$ cat config.mk
export PLATFORM = sky130hd
export DESIGN_NAME = muldiv_unit_flat
export DESIGN_NICKNAME = d
export VERILOG_FILES = /design/src/rtl/muldiv_unit_if.sv /design/src/rtl/muldiv_unit.sv /design/src/flat_wrapper.sv
export SDC_FILE = /design/constraint.sdc
export NUM_CORES = 1
export LEC_CHECK = 0
export CELL_PAD_IN_SITES_DETAIL_PLACEMENT = 2
export CELL_PAD_IN_SITES_GLOBAL_PLACEMENT = 2
export CORE_AREA = 4 4 175 177
export CTS_BUF_LIST = sky130_fd_sc_hd__clkbuf_4
export CTS_CLUSTER_SIZE = 8
export DETAILED_ROUTE_END_ITERATION = 8
export DIE_AREA = 0 0 179 181
export PLACE_DENSITY = 0.83
export SLEW_MARGIN = 20
export SYNTH_ARGS = -nofsm -noshare
export SYNTH_HDL_FRONTEND = slang
export SYNTH_SLANG_ARGS = --single-unit
$ cat constraint.sdc
create_clock -name clock -period 6.73 [get_ports clock]
set_clock_uncertainty 0.15 [all_clocks]
set_input_delay 2.019 -clock clock [delete_from_list [all_inputs] [get_ports clock]]
set_output_delay 2.019 -clock clock [all_outputs]
set_load 0.05 [all_outputs]
$ cat src/rtl/muldiv_unit_if.sv
// Register-file side handshake of the iterative multiply/divide unit.
`timescale 1ns/1ps
interface muldiv_unit_if #(
    parameter int unsigned WIDTH  = 32,
    parameter int unsigned ADDR_W = 5
);
    logic              start;
    logic [1:0]        op;
    logic [WIDTH-1:0]  operandA;
    logic [WIDTH-1:0]  operandB;
    logic [ADDR_W-1:0] destAddress;
    logic              flush;
    logic              busy;
    logic              writeRegister;
    logic [ADDR_W-1:0] writeAddress;
    logic [WIDTH-1:0]  writeData;

    // Control / operand side (drives requests, receives write-back)
    modport master (
        output start, op, operandA, operandB, destAddress, flush,
        input  busy, writeRegister, writeAddress, writeData
    );

    // Execution unit side
    modport slave (
        input  start, op, operandA, operandB, destAddress, flush,
        output busy, writeRegister, writeAddress, writeData
    );
endinterface

$ cat src/rtl/muldiv_unit.sv
// Iterative unsigned multiply/divide unit: one shift-add or restoring-divide
// step per clock, result written back through the register file write port.
`timescale 1ns/1ps
module muldiv_unit #(
    parameter int unsigned WIDTH  = 32,
    parameter int unsigned ADDR_W = 5
) (
    input  logic          clock,
    input  logic          reset,
    muldiv_unit_if.slave  bus
);
    localparam int unsigned CNT_W = $clog2(WIDTH + 1);

    typedef enum logic [1:0] {
        S_IDLE = 2'd0,
        S_RUN  = 2'd1,
        S_DONE = 2'd2
    } state_t;

    state_t            state_q;
    logic [CNT_W-1:0]  cnt_q;
    logic [1:0]        op_q;
    logic [WIDTH-1:0]  b_q;
    logic [ADDR_W-1:0] dest_q;
    logic [WIDTH-1:0]  hi_q;
    logic [WIDTH-1:0]  lo_q;
    logic [WIDTH-1:0]  hi_d;
    logic [WIDTH-1:0]  lo_d;
    logic              busy_q;
    logic              wr_q;
    logic [ADDR_W-1:0] waddr_q;
    logic [WIDTH-1:0]  wdata_q;

    logic [WIDTH:0]    mul_sum;
    logic [WIDTH:0]    div_shift;
    logic              div_ge;
    logic [WIDTH-1:0]  div_sub;
    logic [WIDTH-1:0]  result_c;

    // One iteration: hi/lo hold {product} for multiply, {remainder, quotient} for divide
    always_comb begin
        hi_d      = hi_q;
        lo_d      = lo_q;
        mul_sum   = {1'b0, hi_q} + (lo_q[0] ? {1'b0, b_q} : (WIDTH+1)'(0));
        div_shift = {hi_q, lo_q[WIDTH-1]};
        div_ge    = (div_shift >= {1'b0, b_q});
        // Difference fits in WIDTH bits whenever it is kept (it is below the divisor)
        div_sub   = {hi_q[WIDTH-2:0], lo_q[WIDTH-1]} - b_q;
        if (!op_q[1]) begin
            hi_d = mul_sum[WIDTH:1];
            lo_d = {mul_sum[0], lo_q[WIDTH-1:1]};
        end else begin
            hi_d = div_ge ? div_sub : div_shift[WIDTH-1:0];
            lo_d = {lo_q[WIDTH-2:0], div_ge};
        end
    end

    // MUL/DIVU take the low half (product low / quotient), MULHU/REMU the high half
    assign result_c = op_q[0] ? hi_q : lo_q;

    // Control FSM, operand latches, accumulators and write-back registers
    always_ff @(posedge clock or negedge reset) begin
        if (!reset) begin
            state_q <= S_IDLE;
            cnt_q   <= '0;
            op_q    <= '0;
            b_q     <= '0;
            dest_q  <= '0;
            hi_q    <= '0;
            lo_q    <= '0;
            busy_q  <= 1'b0;
            wr_q    <= 1'b0;
            waddr_q <= '0;
            wdata_q <= '0;
        end else begin
            case (state_q)
                S_IDLE: begin
                    wr_q <= 1'b0;
                    if (bus.start && !bus.flush) begin
                        op_q    <= bus.op;
                        b_q     <= bus.operandB;
                        dest_q  <= bus.destAddress;
                        hi_q    <= '0;
                        lo_q    <= bus.operandA;
                        cnt_q   <= '0;
                        busy_q  <= 1'b1;
                        state_q <= S_RUN;
                    end
                end
                S_RUN: begin
                    if (bus.flush) begin
                        busy_q  <= 1'b0;
                        state_q <= S_IDLE;
                    end else if (cnt_q == CNT_W'(WIDTH)) begin
                        // All iterations done: present the result for one cycle
                        wdata_q <= result_c;
                        waddr_q <= dest_q;
                        wr_q    <= 1'b1;
                        state_q <= S_DONE;
                    end else begin
                        hi_q  <= hi_d;
                        lo_q  <= lo_d;
                        cnt_q <= cnt_q + CNT_W'(1);
                    end
                end
                S_DONE: begin
                    wr_q    <= 1'b0;
                    busy_q  <= 1'b0;
                    state_q <= S_IDLE;
                end
                default: begin
                    wr_q    <= 1'b0;
                    busy_q  <= 1'b0;
                    state_q <= S_IDLE;
                end
            endcase
        end
    end

    // A flush arriving in the write cycle must kill the strobe in that same cycle
    assign bus.writeRegister = wr_q & ~bus.flush;
    assign bus.busy          = busy_q;
    assign bus.writeAddress  = waddr_q;
    assign bus.writeData     = wdata_q;
endmodule

$ cat src/flat_wrapper.sv
// flat-port wrapper written by rule: the top's interface ports become plain ports
module muldiv_unit_flat 
#(
    parameter int unsigned WIDTH  = 32,
    parameter int unsigned ADDR_W = 5
)
  (clock, reset, bus_start, bus_op, bus_operandA, bus_operandB, bus_destAddress, bus_flush, bus_busy, bus_writeRegister, bus_writeAddress, bus_writeData);
  muldiv_unit_if #(.WIDTH(WIDTH), .ADDR_W(ADDR_W)) bus_i ();
  input  logic clock;
  input  logic reset;
  input wire logic [$bits(bus_i.start)-1:0] bus_start;
  input wire logic [$bits(bus_i.op)-1:0] bus_op;
  input wire logic [$bits(bus_i.operandA)-1:0] bus_operandA;
  input wire logic [$bits(bus_i.operandB)-1:0] bus_operandB;
  input wire logic [$bits(bus_i.destAddress)-1:0] bus_destAddress;
  input wire logic [$bits(bus_i.flush)-1:0] bus_flush;
  output wire logic [$bits(bus_i.busy)-1:0] bus_busy;
  output wire logic [$bits(bus_i.writeRegister)-1:0] bus_writeRegister;
  output wire logic [$bits(bus_i.writeAddress)-1:0] bus_writeAddress;
  output wire logic [$bits(bus_i.writeData)-1:0] bus_writeData;
  assign bus_i.start = bus_start;
  assign bus_i.op = bus_op;
  assign bus_i.operandA = bus_operandA;
  assign bus_i.operandB = bus_operandB;
  assign bus_i.destAddress = bus_destAddress;
  assign bus_i.flush = bus_flush;
  assign bus_busy = bus_i.busy;
  assign bus_writeRegister = bus_i.writeRegister;
  assign bus_writeAddress = bus_i.writeAddress;
  assign bus_writeData = bus_i.writeData;
  muldiv_unit #(.WIDTH(WIDTH), .ADDR_W(ADDR_W)) u_core (.clock(clock), .reset(reset), .bus(bus_i));
endmodule
# Word-level counts from Yosys, hierarchy flattened
# Index checks and enable logic that the tools add are counted.
# W data, S select, Z words.
[word_totals]
in_bits = 75
out_inout_bits = 39
ff_bits = 150
elab_cells = 62
[classes]
mux = 27
add_sub_neg = 3
n_reduce_logical = 10
magnitude_cmp = 1
bitwise_logic = 2
n_eq_ne = 8
[op_table]
columns = ["op", "n"]
rows = [
  ["$mux W32", 11],
  ["$pmux W32 S2", 2],
  ["$add A32 B33 Y33", 1],
  ["$ge A33 B32 Y1", 1],
  ["$sub A32 B32 Y32", 1],
  ["$mux W6", 3],
  ["$pmux W6 S2", 1],
  ["$reduce_and A2 Y1", 4],
  ["$add A6 B1 Y6 const B", 1],
  ["$eq A6 B6 Y1 const B", 1],
  ["$mux W2", 3],
  ["$ne A2 B2 Y1 const B", 3],
  ["$mux W1", 5],
  ["$ne A2 B1 Y1 const B", 2],
  ["$pmux W2 S2", 1],
  ["$reduce_and A4 Y1", 1],
  ["$ne A3 B2 Y1 const B", 1],
  ["$reduce_and A3 Y1", 1],
  ["$eq A2 B1 Y1 const B", 1],
  ["$logic_not A2 Y1", 1],
  ["$pmux W1 S2", 1],
  ["$reduce_bool A2 Y1", 1],
  ["$and A1 B1 Y1", 1],
  ["$logic_and A1 B1 Y1", 1],
  ["other kinds (2)", 2],
]

# Logic depth before layout (Yosys ltp)
[logic_depth]
depth_word = 6
ltp_mapped = 14
mapped_depth_nobuf = 13

# Worst setup path before layout
# Ideal clock, no wire load.
[synth_path]
kind = "input to output"
from = "input port bus_flush"
to = "output port bus_writeRegister"
path_slack_ns = 1.853
arrival_ns = 2.708
required_ns = 4.561
path_buffers = 0
cell_stages = 1
path_cell_list = "nor2b_1"
[synth_via]
elab_chain_len = 2
[synth_lines]
columns = ["element", "line_no", "text"]
rows = [
  ["start: declaration", "flat_wrapper.sv:16", "input wire logic [$bits(bus_i.flush)-1:0] bus_flush;"],
  ["$not A1 Y1 (no source line)", "--", ""],
  ["$and A1 B1 Y1", "muldiv_unit.sv:121", "assign bus.writeRegister = wr_q & ~bus.flush;"],
  ["end: declaration", "flat_wrapper.sv:18", "output wire logic [$bits(bus_i.writeRegister)-1:0] bus_writeRegister;"],
]
# No other way between the ends.

# Worst setup path in the final report
# Ends and elaborated chain as after synthesis.

==> reports/qor.csv <==
stage,metric,value,unit
hold_path,Hold Crit Class,reg -> reg,
yosys,top-area cell type share of the netlist area,34.57,%
layout,fin cells,1807,
critical_path,CP endpoint kind,output pin,
placed_design,DP Cell Count,1775,
global_routing,largest net degree at the start of global routing,77,
clock_tree,Post-CTS Repair Setup Buffers,0,
floorplan,Core Area,0.02924,sq mm
clock_tree,# H-tree levels,4,
clock_tree,CTS Hold Bufs,0,
critical_path,CP required,4.56,ns
layout,share of post-route cells with drive strength above 1,4.873,%
timing,RSZ-0062 raised after global routing,false,
clock_tree,TritonCTS buffer count,17,
routing,# DRC,0,
clock_tree,latest clock arrival within the worst-skew pair,0.64,ns
timing,Setup-failing EPs final,0,
global_routing,total grt overflow,0,
floorplan,number of I/O pins,114,
pwr,Lkg Pwr,5.701,nW
yosys,Syn Std Cell Area,0.01086,sq mm
run_status,outcome,"complete, no violations",
routing,post-DR vias/cell,5.737,
placed_design,pre-CTS setup slack,1.090,ns
yosys,Synth area leader,dfrtp_1,
floorplan,Site Rows,63,
yosys,sequential fraction of the synthesis area,34.57,%
layout,Fill cells,3343,
floorplan,Die H,181,microns
yosys,#FFs+latches synth,150,
clock_tree,# resized after CTS,0,
timing,Tcrit/Tclk final,83.63,%
pwr,VDD IR max,0.1903,mV
timing,"Slew Viols, Final",0,
clock_tree,# clock sinks,150,
layout,Multi-input gate area,0.006623,sq mm
placed_design,Port Buffers,113,
global_routing,initial antenna violation count,1,
layout,register area,0.003756,sq mm
yosys,Netlist cell types,71,
routing,Initial DRC Count,484,
routing,drt wl/cell,22.53,microns
clock_tree,clk buf depth,2,
flow_run,max-cap check violation count,0,
pwr,Switching Power,2.551,mW
global_routing,number of global-route vias before repair,11450,
pwr,Int Pwr,2.478,mW
timing,actual slew at the worst max-slew pin,1.071,ns
pwr,sequential share of power,28.2,%
yosys,"EDFF count, synth",0,
timing,PnR worst setup slack,1.102,ns
critical_path,largest fanout on the critical path,4,
routing,drt pass-1 iters,5,
timing,Fmax,0.1777,GHz
pwr,Clock power frac,13.0,%
global_routing,first-pass GRT wire length,64.90,mm
timing,minimum clock period after layout,5.628,ns
pwr,Pwr per Cell Area,399.6,mW/mm^2
critical_path,CP Launch Type,input port,
clock_tree,Worst-path clk slew,0.13,ns
floorplan,Die ar.,0.03240,sq mm
yosys,ys async rst share,100.0,%
routing,DRT antenna net count,0,
pwr,switching share of total power,50.72,%
yosys,Post-synth top flop,dfrtp_1,
yosys,post-synthesis instance total,1333,
yosys,syn avg cell area,8.145,sq um
floorplan,Starting Density,37.13,%
timing,Final Hold Fails,0,
floorplan,Chip Width,179,microns
yosys,Synth warnings,0,
clock_tree,CTS tree,done,
layout,Final nets,1547,
yosys,Synth area leaders,"dfrtp_1, ha_1, a21oi_1",
timing,setup TNS,0,ns
global_routing,GRT Overall Usage,25.41,%
timing,Rel. slew slack,28.60,%
layout,Layout Utilization,43.04,%
critical_path,"Arr. time, crit path",3.46,ns
yosys,"Net Count, Synth",1476,
timing,WHS,0.3507,ns
critical_path,critical path type,in -> out,
clock_tree,Root Driver,clkbuf_4,
routing,WL final,40.72,mm
placed_design,Final HPWL DP,30.65,mm
layout,synthesis-to-finish area growth,15.91,%
placed_design,Placer Congestion,0.8741,
pwr,Logic pwr share,58.9,%
routing,vias,10370,
stage by stage:
stage	cell area (sq um)	power, mW
after CTS	12580	5.049
after global placement	12280	4.228
after global routing	12590	5.441
final	12590	5.029
after detailed placement	12280	4.363
after floorplan	10860	3.414
state kept, by name, indices dropped and copies added, names as in the netlist:
register                 cells
u_core.bus.writeData        32
u_core.b_q                  32
u_core.cnt_q                 6
u_core.op_q                  2
u_core.bus.writeAddress      5
u_core.lo_q                 32
u_core.bus.busy              1
u_core.dest_q                5
u_core.wr_q                  1
u_core.state_q               2
u_core.hi_q                 32
synthesized netlist by cell type (21+ instances only):
cell        n
xnor2_1    27
a21o_1     29
nand2_1   172
and2_1     38
a21oi_1   152
clkbuf_1   49
nor2_1    122
xor2_1     23
o21ai_0   121
ha_1       66
mux2i_1    70
inv_1      50
dfrtp_1   150
nand3_1    21
cell families after synthesis:
kind of cell,Yosys count,synth area share (%)
flip-flops,150,34.57
XOR/XNOR,50,4.033
AO/OA/AOI/OAI,413,22.41
adder cells (fa/ha/maj),68,7.974
multiplexers,82,7.698
buffers and inverters,124,4.632
AND/OR/NAND/NOR,446,18.68
worst max-delay path: stages:
cell,delay [ns]
clkdlybuf4s50_1,0.47
nor2b_1,0.15
clkdlybuf4s50_1,0.81
power by group through the flow:
stage | logic, mW | clock network (mW) | registers, mW
2_1_floorplan | 2.16 | 0 | 1.25
3_3_place_gp | 2.81 | 0 | 1.42
3_5_place_dp | 2.93 | 0 | 1.43
4_1_cts | 2.96 | 0.672 | 1.41
5_1_grt | 3.29 | 0.716 | 1.44
6_report | 2.96 | 0.652 | 1.42
path summary, 6_finish.rpt:
| check | cells after the start | startpoint | slack [ns] | to |
|---|---|---|---|---|
| worst max-delay path | 3 | bus_flush | 1.10 | bus_writeRegister |
| worst min-delay path | 2 | u_core.dest_q[4] | 0.35 | u_core.dest_q[4] |
| worst max register to register | 14 | u_core.lo_q[0] | 2.63 | u_core.hi_q[25] |
| worst min register to register | 2 | u_core.dest_q[4] | 0.35 | u_core.dest_q[4] |
| max in group asynchronous | 2 | reset | 4.04 | u_core.op_q[1] |
| min in group asynchronous | 1 | reset | 1.22 | u_core.lo_q[21] |
cells in the final DEF, fill, tap and decap left out, types with 17 or more instances in the layout:
master,count
clkdlybuf4s50_1,112
ha_1,66
mux2i_1,70
a21o_1,29
inv_1,50
a21oi_1,152
and2_1,38
dfrtp_1,148
nand2_1,172
xnor2_1,27
xor2_1,23
nor2_1,121
clkbuf_4,17
o21ai_0,121
nand3_1,21
area by class of cell:
| cell class | count | share of cell area, % |
|---|---|---|
| Clock buffer | 17 | 1.014 |
| Sequential cell | 150 | 29.84 |
| Multi-Input combinational cell | 1059 | 52.62 |
| Timing Repair Buffer | 125 | 9.713 |
| Antenna cell | 1 | 0.01988 |
| Tap cell | 390 | 3.877 |
| Clock inverter | 14 | 1.392 |
| Inverter | 51 | 1.521 |
routing by layer:
layer	global-route usage (%)	vias up	share of wire [%]
li1	-	4847	-
met1	31.77	5272	43
met2	44.24	183	51
met3	3.976	65	2.8
met4	8.781	0	3.3
met5	0	-	0
(Power assumes the default switching activity.)
